$ cat config.mk
export PLATFORM = sky130hd
export DESIGN_NAME = rv_fetch_queue
export DESIGN_NICKNAME = d
export VERILOG_FILES = /design/src/rtl/rv_fetch_queue.sv
export SDC_FILE = /design/constraint.sdc
export NUM_CORES = 1
export LEC_CHECK = 0
export BUFFER_PORTS_ARGS = -buffer_cell sky130_fd_sc_hd__buf_2
export CORE_MARGIN = 4
export CORE_UTILIZATION = 58
export CTS_BUF_LIST = sky130_fd_sc_hd__clkbuf_2 sky130_fd_sc_hd__clkbuf_4 sky130_fd_sc_hd__clkbuf_8
export CTS_CLUSTER_DIAMETER = 200
export DETAILED_ROUTE_END_ITERATION = 12
export PLACE_DENSITY = 0.78
export SYNTH_ARGS = -nofsm -noshare
export SYNTH_HDL_FRONTEND = slang
export SYNTH_SLANG_ARGS = --single-unit
export TNS_END_PERCENT = 50
$ cat constraint.sdc
create_clock -name clk -period 3.34 [get_ports clk]
set_input_delay 0.334 -clock clk [delete_from_list [all_inputs] [get_ports clk]]
set_output_delay 0.334 -clock clk [all_outputs]
set_load 0.005 [all_outputs]
$ cat src/rtl/rv_fetch_queue.sv
// Instruction-fetch front end: issues reads to a 1-cycle BRAM, buffers words in a prefetch FIFO
// and presents {instr, pc, pc+4} to decode. Define RV_FETCH_MISALIGN_EN to trap misaligned redirects.
module rv_fetch_queue #(
    parameter int              XLEN     = 32,
    parameter int              DEPTH    = 4,
    parameter logic [XLEN-1:0] RESET_PC = '0
) (
    input  logic            clk,
    input  logic            rst,
    output logic [XLEN-1:0] imem_r_addr,
    output logic            imem_r_enb,
    input  logic [XLEN-1:0] imem_r_dat,
    input  logic            redirect_valid,
    input  logic [XLEN-1:0] redirect_pc,
    output logic            instr_valid,
    input  logic            instr_ready,
    output logic [XLEN-1:0] instr_data,
    output logic [XLEN-1:0] instr_pc,
    output logic [XLEN-1:0] instr_pc_plus_4,
    output logic            misalign_err,
    output logic [XLEN-1:0] misalign_pc
);

    localparam int AW = $clog2(DEPTH);
    localparam int CW = AW + 1;

    typedef enum logic {
        ST_RUN  = 1'b0,
        ST_HALT = 1'b1
    } state_t;

    state_t          r_state;
    state_t          w_nextState;

    logic [XLEN-1:0] r_fetchPc;
    logic [XLEN-1:0] r_respPc;
    logic            r_inflight;

    logic [XLEN-1:0] r_dataMem [DEPTH];
    logic [XLEN-1:0] r_pcMem   [DEPTH];
    logic [AW-1:0]   r_wrPtr;
    logic [AW-1:0]   r_rdPtr;
    logic [CW-1:0]   r_count;

    logic            w_issue;
    logic            w_push;
    logic            w_pop;
    logic            w_empty;
    logic [CW-1:0]   w_occupancy;
    logic [XLEN-1:0] w_redirectTarget;
    logic            w_redirectMisaligned;

`ifdef RV_FETCH_MISALIGN_EN
    assign w_redirectMisaligned = |redirect_pc[1:0];
    assign w_redirectTarget     = redirect_pc;
`else
    assign w_redirectMisaligned = 1'b0;
    assign w_redirectTarget     = redirect_pc & {{(XLEN-2){1'b1}}, 2'b00};
`endif

    // Occupancy counts the in-flight read so a response always has a free slot to land in.
    assign w_occupancy = r_count + CW'(r_inflight);
    assign w_empty     = (r_count == '0);

    always_ff @(posedge clk) begin
        if (rst) begin
            r_state <= ST_RUN;
        end else begin
            r_state <= w_nextState;
        end
    end

    always_comb begin
        w_nextState = r_state;
        w_issue     = 1'b0;
        if (redirect_valid) begin
            w_nextState = w_redirectMisaligned ? ST_HALT : ST_RUN;
        end
        if ((r_state == ST_RUN) && !rst && !redirect_valid && (w_occupancy < CW'(DEPTH))) begin
            w_issue = 1'b1;
        end
    end

    assign imem_r_enb  = w_issue;
    assign imem_r_addr = r_fetchPc;

    // A response arriving on a redirect edge belongs to the old stream and is simply dropped.
    assign w_push = r_inflight && !redirect_valid && !rst;
    assign w_pop  = !w_empty && instr_ready && !redirect_valid;

    always_ff @(posedge clk) begin
        if (rst) begin
            r_fetchPc  <= RESET_PC;
            r_respPc   <= '0;
            r_inflight <= 1'b0;
        end else begin
            r_inflight <= w_issue;
            if (redirect_valid) begin
                r_fetchPc <= w_redirectTarget;
            end else if (w_issue) begin
                r_fetchPc <= r_fetchPc + XLEN'(4);
                r_respPc  <= r_fetchPc;
            end
        end
    end

    always_ff @(posedge clk) begin
        if (rst || redirect_valid) begin
            r_wrPtr <= '0;
            r_rdPtr <= '0;
            r_count <= '0;
        end else begin
            if (w_push) begin
                r_wrPtr <= r_wrPtr + AW'(1);
            end
            if (w_pop) begin
                r_rdPtr <= r_rdPtr + AW'(1);
            end
            case ({w_push, w_pop})
                2'b10:   r_count <= r_count + CW'(1);
                2'b01:   r_count <= r_count - CW'(1);
                default: r_count <= r_count;
            endcase
        end
    end

    always_ff @(posedge clk) begin
        if (w_push) begin
            r_dataMem[r_wrPtr] <= imem_r_dat;
            r_pcMem[r_wrPtr]   <= r_respPc;
        end
    end

    // Show-ahead head; forced to zero when empty so the idle bus is clean.
    assign instr_valid     = !w_empty;
    assign instr_data      = instr_valid ? r_dataMem[r_rdPtr] : '0;
    assign instr_pc        = instr_valid ? r_pcMem[r_rdPtr] : '0;
    assign instr_pc_plus_4 = instr_valid ? (r_pcMem[r_rdPtr] + XLEN'(4)) : '0;

`ifdef RV_FETCH_MISALIGN_EN
    logic            r_misalignErr;
    logic [XLEN-1:0] r_misalignPc;

    always_ff @(posedge clk) begin
        if (rst) begin
            r_misalignErr <= 1'b0;
            r_misalignPc  <= '0;
        end else if (redirect_valid) begin
            if (w_redirectMisaligned) begin
                r_misalignErr <= 1'b1;
                r_misalignPc  <= redirect_pc;
            end else begin
                r_misalignErr <= 1'b0;
            end
        end
    end

    assign misalign_err = r_misalignErr;
    assign misalign_pc  = r_misalignPc;
`else
    assign misalign_err = 1'b0;
    assign misalign_pc  = '0;
`endif

endmodule

## Yosys cells after proc, flatten, opt, wreduce, memory -nomap -nowiden

Memory sizes are Yosys's and may differ from the RTL's. A register that Yosys moved wholly into a read port is not among the register bits.
Cells that the tools add are included.

- Register bits after elaboration: 72
- Memory bits (writable): 256
- Input bits: 68
- Memories kept: 2

Memories:

| memory | words | width | rd ports | clocked after Yosys merged registers in | write ports | RTL line | source |
|---|---|---|---|---|---|---|---|
| r_dataMem | 4 | 32 | 1 | 1 | 1 | 39 | `logic [XLEN-1:0] r_dataMem [DEPTH];` |
| r_pcMem | 4 | 32 | 1 | 1 | 1 | 40 | `logic [XLEN-1:0] r_pcMem [DEPTH];` |

- $add $sub $neg: 7
- Order comparisons: 1
- Equal/unequal tests: 2
- Muxes and demuxes: 13
- Bitwise logic cells: 1
- Reductions and logical operators: 15

Operator list:

| operator | number |
|---|---|
| $mux 32 | 5 |
| $add 32x3->32 const B | 2 |
| $mux 2 | 4 |
| $logic_and 1x1->1 | 6 |
| $pmux 3 s2 | 1 |
| $add 2x1->2 const B | 2 |
| $reduce_bool 2->1 | 2 |
| $add 3x1->3 | 1 |
| $add 3x1->3 const B | 1 |
| $logic_not 1->1 | 3 |
| $logic_not 3->1 | 1 |
| $lt 3x3->1 const B | 1 |
| $mux 1 | 3 |
| $sub 3x1->3 const B | 1 |
| $eq 2x1->1 const B | 1 |
| $eq 2x2->1 const B | 1 |
| $reduce_and 2->1 | 1 |
| $reduce_or 2->1 | 1 |
| $logic_or 1x1->1 | 1 |
| $not 1->1 | 1 |

## Depth between registers and ports, before layout

- Word-level depth: 6
- Gate-level depth with buffers: 9

## Worst setup path before layout

Ideal clock, no wire load.

- Path type: input -> register
- From: input port redirect_valid
- To: memory r_dataMem[0][0] (enable)
- Data arrival time: 2.323 ns
- Required time: 2.913 ns
- Setup slack: 0.590 ns
- Stages: 3
- Path buffers: 1
- Path through: clkbuf_1 > nor2_1 > and3_1

- Word-level cells in the longest chain between the ends: 5

RTL lines:

| item | RTL line | source |
|---|---|---|
| start: declaration | 13 | `input logic redirect_valid,` |
| $logic_not 1->1 | 88 | `assign w_push = r_inflight && !redirect_valid && !rst;` |
| $logic_and 1x1->1 (2 in series) | 88 |  |
| $mux 1 | 128 | `if (w_push) begin` |
| $mux 1 (implied by the code) | 129 | `r_dataMem[r_wrPtr] <= imem_r_dat;` |
| end: declaration | 39 |  |

Every way passes these cells.

==> flow_metrics.tcl <==
set metrics [dict create \
    synth_area_leaders "edfxtp_1 (54%), dfxtp_1 (10%), mux4_2 (8.5%), and2_1 (3.0%), nand2_1 (2.8%)" \
    grt_max_degree 63 \
    stdcell_area_um2 16300 \
    slew-limit-headroom_pct 61.0 \
    drtAntennaViolNets 0 \
    synth_area_leader_cell "edfxtp_1" \
    vias_per_cell 5.68 \
    slew_violations 0 \
    worstPathArrival_ps 2950 \
    die_w_um 162 \
    numCtsBuffers 50 \
    max_cap_viol_count 0 \
    critPathMaxStageDelay_ps 390 \
    wl_per_cell_um 19.8 \
    min_to "r_dataMem[3][23]" \
    end_kind "output pin" \
    dr.pass1.iters 5 \
    post-dp-hpwl_mm 20.1 \
    placed_area_um2 15000 \
    synth_edf_count 248 \
    dieArea_um2 26200 \
    crit_family "multiplexers" \
    drt_iter0_markers 845 \
    fin_nets 1302 \
    numPortBuffers 189 \
    synthXorXnorAreaFrac_pct 2.17 \
    path_clk_slew_ps 60 \
    synthAdderAreaFrac_pct 0.782 \
    synth_area_per_cell_um2 14.1 \
    overflow 0 \
    drc 0 \
    fmax_mhz 304 \
    startpoint_type "register" \
    h-tree-depth 2 \
    cts-root-buf "clkbuf_8" \
    gp_congestion 0.829 \
    r2r-end "imem_r_addr[26]" \
    final_hold_viol_count 0 \
    grt_pass1_vias 8902 \
    rr_startpoint "imem_r_addr[2]" \
    crit_path_max_fanout 8 \
    status "completed" \
    syn-cell-area_um2 13800 \
    crit_buf_inv 3 \
    io_pins 231 \
    antenna_found_initial 0 \
    die_y_um 162 \
    synth_top_family_by_area "simple AND/OR/NAND/NOR gates" \
    path_class "reg -> out" \
    p_per_area_nw_per_um2 477 \
    finalCritPeriodShare_pct 98.3 \
    synth-seq-cells 318 \
    cp_data_required_time_ps 3010 \
    cts.sinks 318 \
    synthMuxAreaShare_pct 11.1 \
    leakage_nw 6.11 \
    yosysWarnings 0 \
    critPathSlowestCell "mux4_2" \
    synth-compound-area-share_pct 4.30 \
    worst_hold_startpoint "imem_r_dat[23]" \
    post_synth_num_cell_types 56 \
    core_area_um2 23400 \
    cts_tree "done" \
    synthArstFlopShare_pct 0 \
    worstHoldPathType "in -> reg" \
    clock_skew_ps 12.9 \
    r2r_cells 6 \
    initial_utilization_pct 58.8 \
    hold_depth 1 \
    drive_above_1_share_pct 30.9 \
    setup_viol 0 \
    tightest_slew_ps 585 \
    seq_area_frac_synth_pct 64.3 \
    synthFlopType "edfxtp_1" \
    syn2layout_area_growth_pct 18.6 \
    rows 56 \
    cts_buffer_depth 3 \
    crit_chain "buf_12 > mux4_2 > ha_2 > and4_4 > nand2_1 > nor4_1 > buf_4 > mux2_2 > buf_2" \
    vias 8961 \
    grt_setup_unrepaired "true" \
    wl_mm 31.3 \
    synth_top_area_share_pct 54.1 \
    ir_drop_v 0.000308 \
    setup-tns-final_ps 0 \
    rrSetupSlack_ps 1080 \
    period_minus_slack_ps 3280 \
    syn_inst 974 \
    clkLatencyLatePin_ps 550 \
    grt_usage_pct 23.5 \
    grt_pass1_wl_mm 48.8 \
    synthSimpleGateAreaFrac_pct 12.6 \
]
[what timing repair did]
action,CTS,global route
hold buffers,28,2
setup endpoints to repair,10,6
buffers inserted,5,0
gates resized for setup,3,6
hold endpoints to repair,105,7
[cell usage after synthesis, types with 16 or more instances]
cell	number
nor4_1	16
inv_1	22
buf_4	43
dfxtp_1	70
nor2_1	48
a21oi_1	51
and2_1	66
clkbuf_1	32
mux4_2	52
nand3_1	25
edfxtp_1	248
xnor2_1	19
nand2_1	101
[cells in the final DEF, fill, tap and decap left out, drive strengths merged, types with 14 or more instances in the layout]
cell type / count
a211oi: 14
a21oi: 51
and2: 67
buf: 224
clkbuf: 69
clkinv: 14
conb: 39
dfxtp: 70
dlygate4sd3: 30
edfxtp: 248
inv: 22
mux4: 62
nand2: 103
nand3: 27
nand4: 16
nor2: 48
nor4: 17
xnor2: 19
xor2: 15
[stage by stage]
stage	worst slack [ps]	util [%]	std cells	power [W]	hold WS, ps
2_1_floorplan	590	-	1012	0.00460	433
4_1_cts	3.39	69.5	1576	0.00783	0.370
5_1_grt	-68.7	69.7	1578	0.00807	2.01
6_report	55.3	69.7	1579	0.00778	24.8
3_5_place_dp	448	64.0	1458	0.00470	474
3_3_place_gp	494	64.0	1458	0.00469	476
[cell families (layout without fill, tap and decap cells)]
| group | Yosys count | count (layout) |
|---|---|---|
| multiplexers | 70 | 70 |
| AO/OA/AOI/OAI | 100 | 100 |
| AND/OR/NAND/NOR | 328 | 328 |
| buffers and inverters | 115 | 362 |
| other | 1 | 40 |
| flip-flops | 318 | 318 |
| adder cells (fa/ha/maj) | 8 | 8 |
| XOR/XNOR | 34 | 34 |
[how the worst max path moves through the flow]
stage	cells past startpoint	to	slack, ps
after floorplan	3	r_dataMem[0][0]	590
final	9	instr_pc_plus_4[30]	60
after detailed placement	6	instr_pc_plus_4[29]	450
after global placement	8	instr_pc_plus_4[30]	490
after CTS	7	instr_pc_plus_4[29]	3
after global routing	9	instr_pc_plus_4[21]	-70
[worst reg2reg max path: stages, from the launching register on]
cell and delay (ps):
dfxtp_1 480, ha_1 270, nand3_1 110, or2_2 400, or3_1 390, or4_1 470
nand3_1 90
[layer usage]
layer	wire length (um)	track usage (%)	up-vias
met1	13100	33.1	4402
met2	15100	38.7	425
met4	473	6.07	0
met3	2620	4.21	38
li1	-	-	4096
met5	0	0	-
[power by group]
part / total, W / internal (W) / switching, W / leakage, nW
sequential: 0.00436 / 0.00430 / 0.0000627 / 3.00
clock: 0.00313 / 0.00172 / 0.00141 / 0.508
combinational: 0.000294 / 0.000131 / 0.000163 / 2.60
[layout make-up]
type                            count  area, um^2
Antenna cell                        1        2.50
Clock buffer                       69         850
Sequential cell                   318        8860
Clock inverter                     16         104
Tap cell                          319         399
Inverter                           23        86.3
Multi-Input combinational cell    579        4440
Fill cell                        1615        7080
Timing Repair Buffer              254        1580
[state kept, by name, summed over array words and instances (netlist names), named ones only]
register / flops
r_dataMem: 128
r_pcMem: 120
imem_r_addr: 30
r_respPc: 30
r_count: 3
r_rdPtr: 2
r_wrPtr: 2
r_inflight: 1
(Power assumes the default switching activity.)
